**config.mk**
```make
export PLATFORM = sky130hd
export DESIGN_NAME = mem_port_arbiter
export DESIGN_NICKNAME = d
export VERILOG_FILES = /design/src/rtl/mem_port_arbiter.sv
export SDC_FILE = /design/constraint.sdc
export NUM_CORES = 1
export LEC_CHECK = 0
export CORE_MARGIN = 2
export CORE_UTILIZATION = 40
export CTS_CLUSTER_DIAMETER = 100
export DETAILED_ROUTE_END_ITERATION = 8
export PLACE_DENSITY = 0.84
export SYNTH_ARGS = -nofsm -noshare
export SYNTH_HDL_FRONTEND = slang
export SYNTH_SLANG_ARGS = --single-unit
```
**constraint.sdc**
```tcl
create_clock -name clk -period 2.1 [get_ports clk]
set_input_delay 0.42 -clock clk [delete_from_list [all_inputs] [get_ports clk]]
set_output_delay 0.42 -clock clk [all_outputs]
set_load 0.05 [all_outputs]
```
**src/rtl/mem_port_arbiter.sv**
```systemverilog
// Shares one single-ported, fixed-latency memory between instruction fetch (IF) and data (DM) accesses.
// DM wins by default; IF is forced once DM has taken STARVE_LIMIT grants in a row while IF waited.
module mem_port_arbiter #(
    parameter int ADDR_W       = 32,
    parameter int DATA_W       = 32,
    parameter int MEM_LATENCY  = 2,
    parameter int STARVE_LIMIT = 3
) (
    input  logic              clk,
    input  logic              reset,
    input  logic              if_req,
    input  logic [ADDR_W-1:0] if_addr,
    output logic              if_ready,
    output logic [DATA_W-1:0] if_rdata,
    output logic              if_stall,
    input  logic              dm_req,
    input  logic              dm_we,
    input  logic [ADDR_W-1:0] dm_addr,
    input  logic [DATA_W-1:0] dm_wdata,
    output logic              dm_ready,
    output logic [DATA_W-1:0] dm_rdata,
    output logic              dm_stall,
    output logic              mem_valid,
    output logic              mem_we,
    output logic [ADDR_W-1:0] mem_addr,
    output logic [DATA_W-1:0] mem_wdata,
    input  logic [DATA_W-1:0] mem_rdata,
    output logic              busy
);
    localparam int CNT_W    = (MEM_LATENCY > 1) ? $clog2(MEM_LATENCY) : 1;
    localparam int STREAK_W = (STARVE_LIMIT > 0) ? $clog2(STARVE_LIMIT + 1) : 1;
    localparam logic [CNT_W-1:0]    CNT_LOAD   = CNT_W'(MEM_LATENCY - 1);
    localparam logic [STREAK_W-1:0] STREAK_MAX = STREAK_W'(STARVE_LIMIT);

    // state  | meaning
    // IDLE   | sample requests, grant one
    // ISSUE  | command strobe to memory
    // WAIT   | count down memory latency, capture read data
    // DONE   | ready pulse to owner
    typedef enum logic [1:0] {S_IDLE, S_ISSUE, S_WAIT, S_DONE} state_t;

    state_t              state;
    logic [CNT_W-1:0]    cnt;
    logic [STREAK_W-1:0] dm_streak;
    logic                owner_dm;
    logic                is_we;
    logic                starve_hit;
    logic                grant_if;
    logic                grant_dm;

    always_comb begin
        starve_hit = (STARVE_LIMIT != 0) && (dm_streak == STREAK_MAX);
        grant_if   = if_req && (!dm_req || starve_hit);
        grant_dm   = dm_req && !grant_if;
    end

    assign if_stall = if_req & ~if_ready;
    assign dm_stall = dm_req & ~dm_ready;
    assign busy     = (state != S_IDLE);

    always_ff @(posedge clk) begin
        if (reset) begin
            state     <= S_IDLE;
            cnt       <= '0;
            dm_streak <= '0;
            owner_dm  <= 1'b0;
            is_we     <= 1'b0;
            if_ready  <= 1'b0;
            if_rdata  <= '0;
            dm_ready  <= 1'b0;
            dm_rdata  <= '0;
            mem_valid <= 1'b0;
            mem_we    <= 1'b0;
            mem_addr  <= '0;
            mem_wdata <= '0;
        end else begin
            mem_valid <= 1'b0;
            mem_we    <= 1'b0;
            if_ready  <= 1'b0;
            dm_ready  <= 1'b0;
            case (state)
                S_IDLE: begin
                    if (grant_if) begin
                        owner_dm  <= 1'b0;
                        is_we     <= 1'b0;
                        mem_addr  <= if_addr;
                        mem_wdata <= '0;
                        mem_valid <= 1'b1;
                        dm_streak <= '0;
                        state     <= S_ISSUE;
                    end else if (grant_dm) begin
                        owner_dm  <= 1'b1;
                        is_we     <= dm_we;
                        mem_we    <= dm_we;
                        mem_addr  <= dm_addr;
                        mem_wdata <= dm_wdata;
                        mem_valid <= 1'b1;
                        state     <= S_ISSUE;
                        // streak only grows while IF is actually being passed over
                        if (!if_req) begin
                            dm_streak <= '0;
                        end else if (dm_streak != STREAK_MAX) begin
                            dm_streak <= dm_streak + STREAK_W'(1);
                        end
                    end
                end
                S_ISSUE: begin
                    cnt   <= CNT_LOAD;
                    state <= S_WAIT;
                end
                S_WAIT: begin
                    if (cnt == '0) begin
                        if (!is_we) begin
                            if (owner_dm) dm_rdata <= mem_rdata;
                            else          if_rdata <= mem_rdata;
                        end
                        if_ready <= !owner_dm;
                        dm_ready <= owner_dm;
                        state    <= S_DONE;
                    end else begin
                        cnt <= cnt - CNT_W'(1);
                    end
                end
                S_DONE: begin
                    state <= S_IDLE;
                end
                default: state <= S_IDLE;
            endcase
        end
    end
endmodule

```
==> flow_summary.json, run 1 <==
{
  "status": "finished, final reports clean",
  "fin_crit_sh": 0.9706,
  "initial_core_util": 0.4101,
  "setup_tns_ps": 0,
  "seq_area_frac_synth": 0.5355,
  "yosys_most_used_dff": "dfxtp_1",
  "critPathRequiredTime_ps": 1680,
  "post-route-cell-area_um2": 8612,
  "drive_gt1_frac": 0.06824,
  "synth-simple-area-share": 0.1801,
  "crit_path_end_kind": "output port",
  "crit_arrival_ps": 1620,
  "drtIter0Drc": 343,
  "clk_pin_slew_ps": 60,
  "synth_top_cell_area_share": 0.5355,
  "io_pins": 268,
  "antenna_left": 0,
  "synth_top_family_by_area": "compound AO/OA/AOI/OAI gates",
  "finalHoldViolations": 0,
  "synth_area_um2": 5196,
  "routed_wl_um": 15820,
  "drv_cap": 0,
  "setup_violations": 0,
  "period_needed_ps": 2038,
  "io_buffer_count": 267,
  "synthMuxAreaShare": 0.003853,
  "yosys_warnings": 0,
  "post_drt_wl_per_cell_um": 15.48,
  "insertion_delay_ps": 420,
  "layoutNonFillerInstCount": 1022,
  "synth_fa_ha_area_frac": 0.009632,
  "yosysMostFrequentCell": "dfxtp_1",
  "synth_top_cells_by_area": "dfxtp_1 (54%), nand2_1 (9.4%), a21oi_1 (6.2%), a22o_1 (5.7%), a311oi_1 (5.4%)",
  "ys_top_cells_by_count": "dfxtp_1 (139), nand2_1 (130), a21oi_1 (64)",
  "postCtsSetupBuffers": 0,
  "yosys.area_share.xor_xnor": 0,
  "antenna_found_initial": 0,
  "synth_area_per_cell_um2": 8.822,
  "place.gp.congestion": 0.8138,
  "design.core.area_um2": 12670,
  "syn_to_final_growth_pct": 65.74,
  "firstDrtPassIters": 4,
  "clockBufferDepth": 2,
  "vdd_ir_drop_max_mv": 0.5610,
  "htree_num_levels": 4,
  "path_class": "flip-flop to output port",
  "path_buf_inv": 1,
  "power_leakage_nw": 3.069,
  "numCtsBuffers": 17,
  "antenna_cells": 0,
  "vias_per_cell": 5.114,
  "grt_pass1_vias": 5142,
  "skew_ps": 16.24,
  "relSlewSlack": 0.6232,
  "critPathTopFamily": "buffers and inverters",
  "syn-num-nets": 726,
  "numClockSinks": 139,
  "cts_hold_buf": 0,
  "grt_pass1_wl_um": 25560,
  "place_inst": 991,
  "critPathMaxFanout": 2,
  "vias": 5227,
  "cts_resized": 0,
  "synth.ff_latch_count": 139,
  "fmax_mhz": 490.6,
  "slowest_stage": "clkdlybuf4s50_1",
  "synth_edf_count": 0,
  "p_per_area_nw_per_um2": 1231,
  "synth_top_cell_by_area": "dfxtp_1",
  "hold_class": "input pin to flip-flop",
  "critPathLaunchType": "flip-flop",
  "final_max_slew_viol_count": 0,
  "crit_chain": "clkdlybuf4s50_1",
  "rows": 41,
  "synth_cell_type_count": 31,
  "synth_compound_area_frac": 0.2136,
  "hpwl_um": 10940,
  "max_stage_delay_ps": 820,
  "clock_tree.root_cell": "clkbuf_16",
  "rsz0062_at_grt": "no",
  "tightest_slew_ps": 563.4,
  "die-area_um2": 13920,
  "grt_usage": 0.2276,
  "drc_errors": 0,
  "grt_overflow": 0,
  "die_w_um": 118.0,
  "die_h_um": 118.0,
  "synth-async-reset-ratio": 0,
  "netlist_instances": 589,
  "dpl_cell_area_um2": 8025,
  "grt_max_degree": 83,
  "tritoncts": "done",
  "nets": 975
}
-- worst register-to-register path, delay by kind of cell, from the launching register on --
kind | cells | cell delay, ps
compound gates | 1 | 70
fa+ha+maj | 1 | 310
buf+inv | 2 | 370
flops | 1 | 290
simple gates | 2 | 590
-- layout by cell type (no fill, tap or decap), types with 2 or more instances in the layout --
master,synthesis,layout
a211oi_1,3,3
a21oi_1,64,64
a22o_1,34,34
a311oi_1,32,32
and4b_1,2,2
buf_12,0,8
buf_4,8,15
bufinv_16,0,2
clkbuf_16,0,17
clkbuf_8,0,3
clkdlybuf4s50_1,0,262
clkinv_2,0,3
clkinvlp_4,0,6
dfxtp_1,139,139
ha_1,4,4
inv_1,4,4
mux2i_1,2,2
nand2_1,130,130
nand2b_1,3,3
nand3_1,32,32
nor2_1,39,39
o21ai_0,33,33
-- area by class of cell --
cell class	count	area [um^2]
Tap cell	172	215.2
Sequential cell	139	2783
Multi-Input combinational cell	391	2117
Clock buffer	20	466.7
Clock inverter	11	120.1
Fill cell	1022	4059
Timing Repair Buffer	285	2895
Inverter	4	15.01
-- kinds of logic (layout without fill, tap and decap cells) --
family,after synthesis,after routing
flip-flops,139,139
buffers and inverters,59,320
multiplexers,2,2
adder cells (fa/ha/maj),4,4
AO/OA/AOI/OAI,169,169
AND/OR/NAND/NOR,216,216
-- per-layer routing --
layer,up-vias,GRT usage,wire (um)
met5,-,0,0
met4,0,0.1047,373
met3,22,0.07025,1179
met2,221,0.3906,8125
met1,2424,0.2582,6138
li1,2560,-,-
-- worst paths after layout --
| kind | to | slack (ps) | from | cells past startpoint |
|---|---|---|---|---|
| worst max register to register | if_rdata[11] | 330 | state[0] | 6 |
| worst min-delay path | mem_addr[30] | 430 | reset | 2 |
| worst max-delay path | mem_wdata[22] | 60 | mem_wdata[22] | 1 |
| worst min register to register | dm_rdata[23] | 450 | dm_rdata[23] | 2 |
-- flip-flops by register name, summed over array words and instances (netlist names) --
register / cells
dm_rdata: 32
if_rdata: 32
mem_addr: 32
mem_wdata: 32
dm_streak: 2
state: 2
cnt: 1
dm_ready: 1
if_ready: 1
is_we: 1
mem_valid: 1
mem_we: 1
owner_dm: 1
-- through the flow --
| step | hold WS (ps) | utilization | worst slack [ps] | power [W] |
|---|---|---|---|---|
| final | 428.1 | 0.6797 | 61.83 | 0.01061 |
| after floorplan | 468.2 | - | 364.3 | 0.006256 |
| after global placement | 440.8 | 0.6334 | 207.6 | 0.007673 |
| after CTS | 408.6 | 0.6797 | 36.54 | 0.01069 |
| after detailed placement | 445.5 | 0.6334 | 153.0 | 0.007731 |
| after global routing | 433.6 | 0.6797 | 30.72 | 0.01109 |
-- power by group --
| group | internal, W | leakage (nW) | switching (W) |
|---|---|---|---|
| logic | 0.00154 | 1.66 | 0.00275 |
| registers | 0.00313 | 1.13 | 0.000275 |
| clock network | 0.00183 | 0.272 | 0.00109 |
| total | 0.00649 | 3.07 | 0.00412 |
Note: power is estimated with default switching activity, not from simulation.
==> run 2: changes to the inputs <==
CORE_UTILIZATION = 50   (was 40)
DONT_BUFFER_PORTS = 1   (was default)
PLACE_DENSITY = 0.68   (was 0.84)
==> run 2 against run 1 <==
- die area is 19% lower
- clock skew shrank 2.9 ps
- non-clock buffer count decreased by 254
- sequential share of layout area grew 14 points
- flip-flop and latch count unchanged
- maximum frequency grew 5.5%
- hold slack worse by 400 ps
- highest routed layer unchanged
- setup slack better by 110 ps
- total power decreased by 10%
- largest cell class is now flip-flops and latches
==> flow_summary.json, run 2 (synthesis results as in run 1) <==
{
  "drv_cap": 0,
  "path_class": "flip-flop to output port",
  "antenna_found_initial": 0,
  "critPathRequiredTime_ps": 1680,
  "grt_pass1_vias": 3894,
  "critPathMaxFanout": 8,
  "path_buf_inv": 3,
  "clk_pin_slew_ps": 60,
  "routed_wl_um": 13010,
  "tritoncts": "done",
  "grt_pass1_wl_um": 19710,
  "firstDrtPassIters": 5,
  "numClockSinks": 139,
  "final_max_slew_viol_count": 0,
  "setup_tns_ps": 0,
  "status": "finished, final reports clean",
  "antenna_left": 0,
  "antenna_cells": 0,
  "crit_path_end_kind": "output port",
  "io_pins": 268,
  "finalHoldViolations": 0,
  "syn_to_final_growth_pct": 15.31,
  "clockBufferDepth": 2,
  "numCtsBuffers": 17,
  "rows": 37,
  "critPathTopFamily": "buffers and inverters",
  "fin_crit_sh": 0.9196,
  "max_stage_delay_ps": 290,
  "vdd_ir_drop_max_mv": 0.8399,
  "design.core.area_um2": 10180,
  "grt_usage": 0.2220,
  "drtIter0Drc": 287,
  "critPathLaunchType": "flip-flop",
  "pre_cts_ws_ps": 76.63,
  "clock_tree.root_cell": "clkbuf_8",
  "nets": 721,
  "setup_violations": 0,
  "post_drt_wl_per_cell_um": 17.77,
  "period_needed_ps": 1931,
  "vias": 4215,
  "relSlewSlack": 0.5528,
  "layout_commonest_cell": "dfxtp_1",
  "htree_num_levels": 4,
  "hpwl_um": 8665,
  "rsz0062_at_grt": "no",
  "fmax_mhz": 517.8,
  "vias_per_cell": 5.758,
  "die_w_um": 105.9,
  "io_buffer_count": 0,
  "drive_gt1_frac": 0.09228,
  "grt_overflow": 0,
  "p_per_area_nw_per_um2": 1586,
  "place.gp.congestion": 0.7870,
  "most-common-layout-cells": "dfxtp_1 (139), nand2_1 (130), a21oi_1 (64), nor2_1 (39), a22o_1 (34)",
  "tightest_slew_ps": 669.3,
  "power_leakage_nw": 2.144,
  "insertion_delay_ps": 510,
  "initial_core_util": 0.5102,
  "die-area_um2": 11220,
  "n_fill_cell": 893,
  "grt_max_degree": 93,
  "postCtsSetupBuffers": 0,
  "die_h_um": 105.9,
  "hold_class": "input pin to flip-flop",
  "drc_errors": 0,
  "crit_chain": "inv_1, ha_1, buf_4, clkinvlp_4",
  "crit_arrival_ps": 1510,
  "slowest_stage": "dfxtp_1",
  "layout_setup_ws_ps": 168.8,
  "skew_ps": 13.39
}
-- run 2: cell types whose count changed in the layout (fill, tap and decap cells not counted), moves of 2 or more --
cell / delta
buf_12: -7
clkdlybuf4s50_1: -262
clkinv_4: +2
clkinvlp_4: -2
dlygate4sd3_1: +13
inv_6: +3
-- run 2: final timing paths --
path / startpoint / to / slack [ps] / cells past startpoint
setup / recovery: state[0] / busy / 170 / 4
hold / removal: dm_wdata[19] / mem_wdata[19] / 30 / 1
hold reg to reg: state[1] / state[1] / 520 / 2
setup reg to reg: state[0] / dm_rdata[24] / 190 / 6
-- run 2: what timing repair did --
action	4_1_cts	5_1_grt
setup endpoints to repair	0	42
endpoints found under the hold margin	104	1
hold buffers	13	1
gates resized for setup	0	4
-- run 2: area by class of cell --
cell class                 count  area (um^2)  share of cell area
sequential                   139         2783              0.4644
timing repair buffer          31        297.8             0.04970
clock buffer                  18        427.9             0.07141
multi-input combinational    391         2128              0.3552
clock inverter                13        166.4             0.02777
tap                          136        170.2             0.02840
inverter                       4        18.77            0.003132
-- run 2: metrics by stage --
step / total power, W / utilization / instance area, um^2 / std cells / hold WS, ps
2_1_floorplan: 0.006256 / - / 5196 / 589 / 468.2
3_3_place_gp: 0.006452 / 0.5130 / 5225 / 687 / 481.6
5_1_grt: 0.009956 / 0.5883 / 5992 / 732 / 1.413
3_5_place_dp: 0.006521 / 0.5130 / 5225 / 687 / 504.3
6_report: 0.009504 / 0.5883 / 5992 / 732 / 26.64
4_1_cts: 0.009561 / 0.5859 / 5967 / 731 / 0.03098
-- run 2: where the power goes --
group / switching (W) / leakage, nW / internal [W]
clock: 0.00112 / 0.284 / 0.00184
sequential: 0.00187 / 1.13 / 0.00312
combinational: 0.000948 / 0.725 / 0.000598
-- run 2: worst register-to-register path: stages (launching register included) --
cell and delay (ps):
dfxtp_1 290, inv_1 110, ha_2 290, and4bb_4 370
nand2_1 80, a21oi_1 130, dlygate4sd3_1 580
-- run 2: layer usage --
metal  global-route usage  wire (um)  vias up
met4               0.1015        241        0
li1                     -          -     2041
met1               0.2521       4980     1931
met5                    0          0        -
met2               0.3608       6377      222
met3              0.09687       1413       21
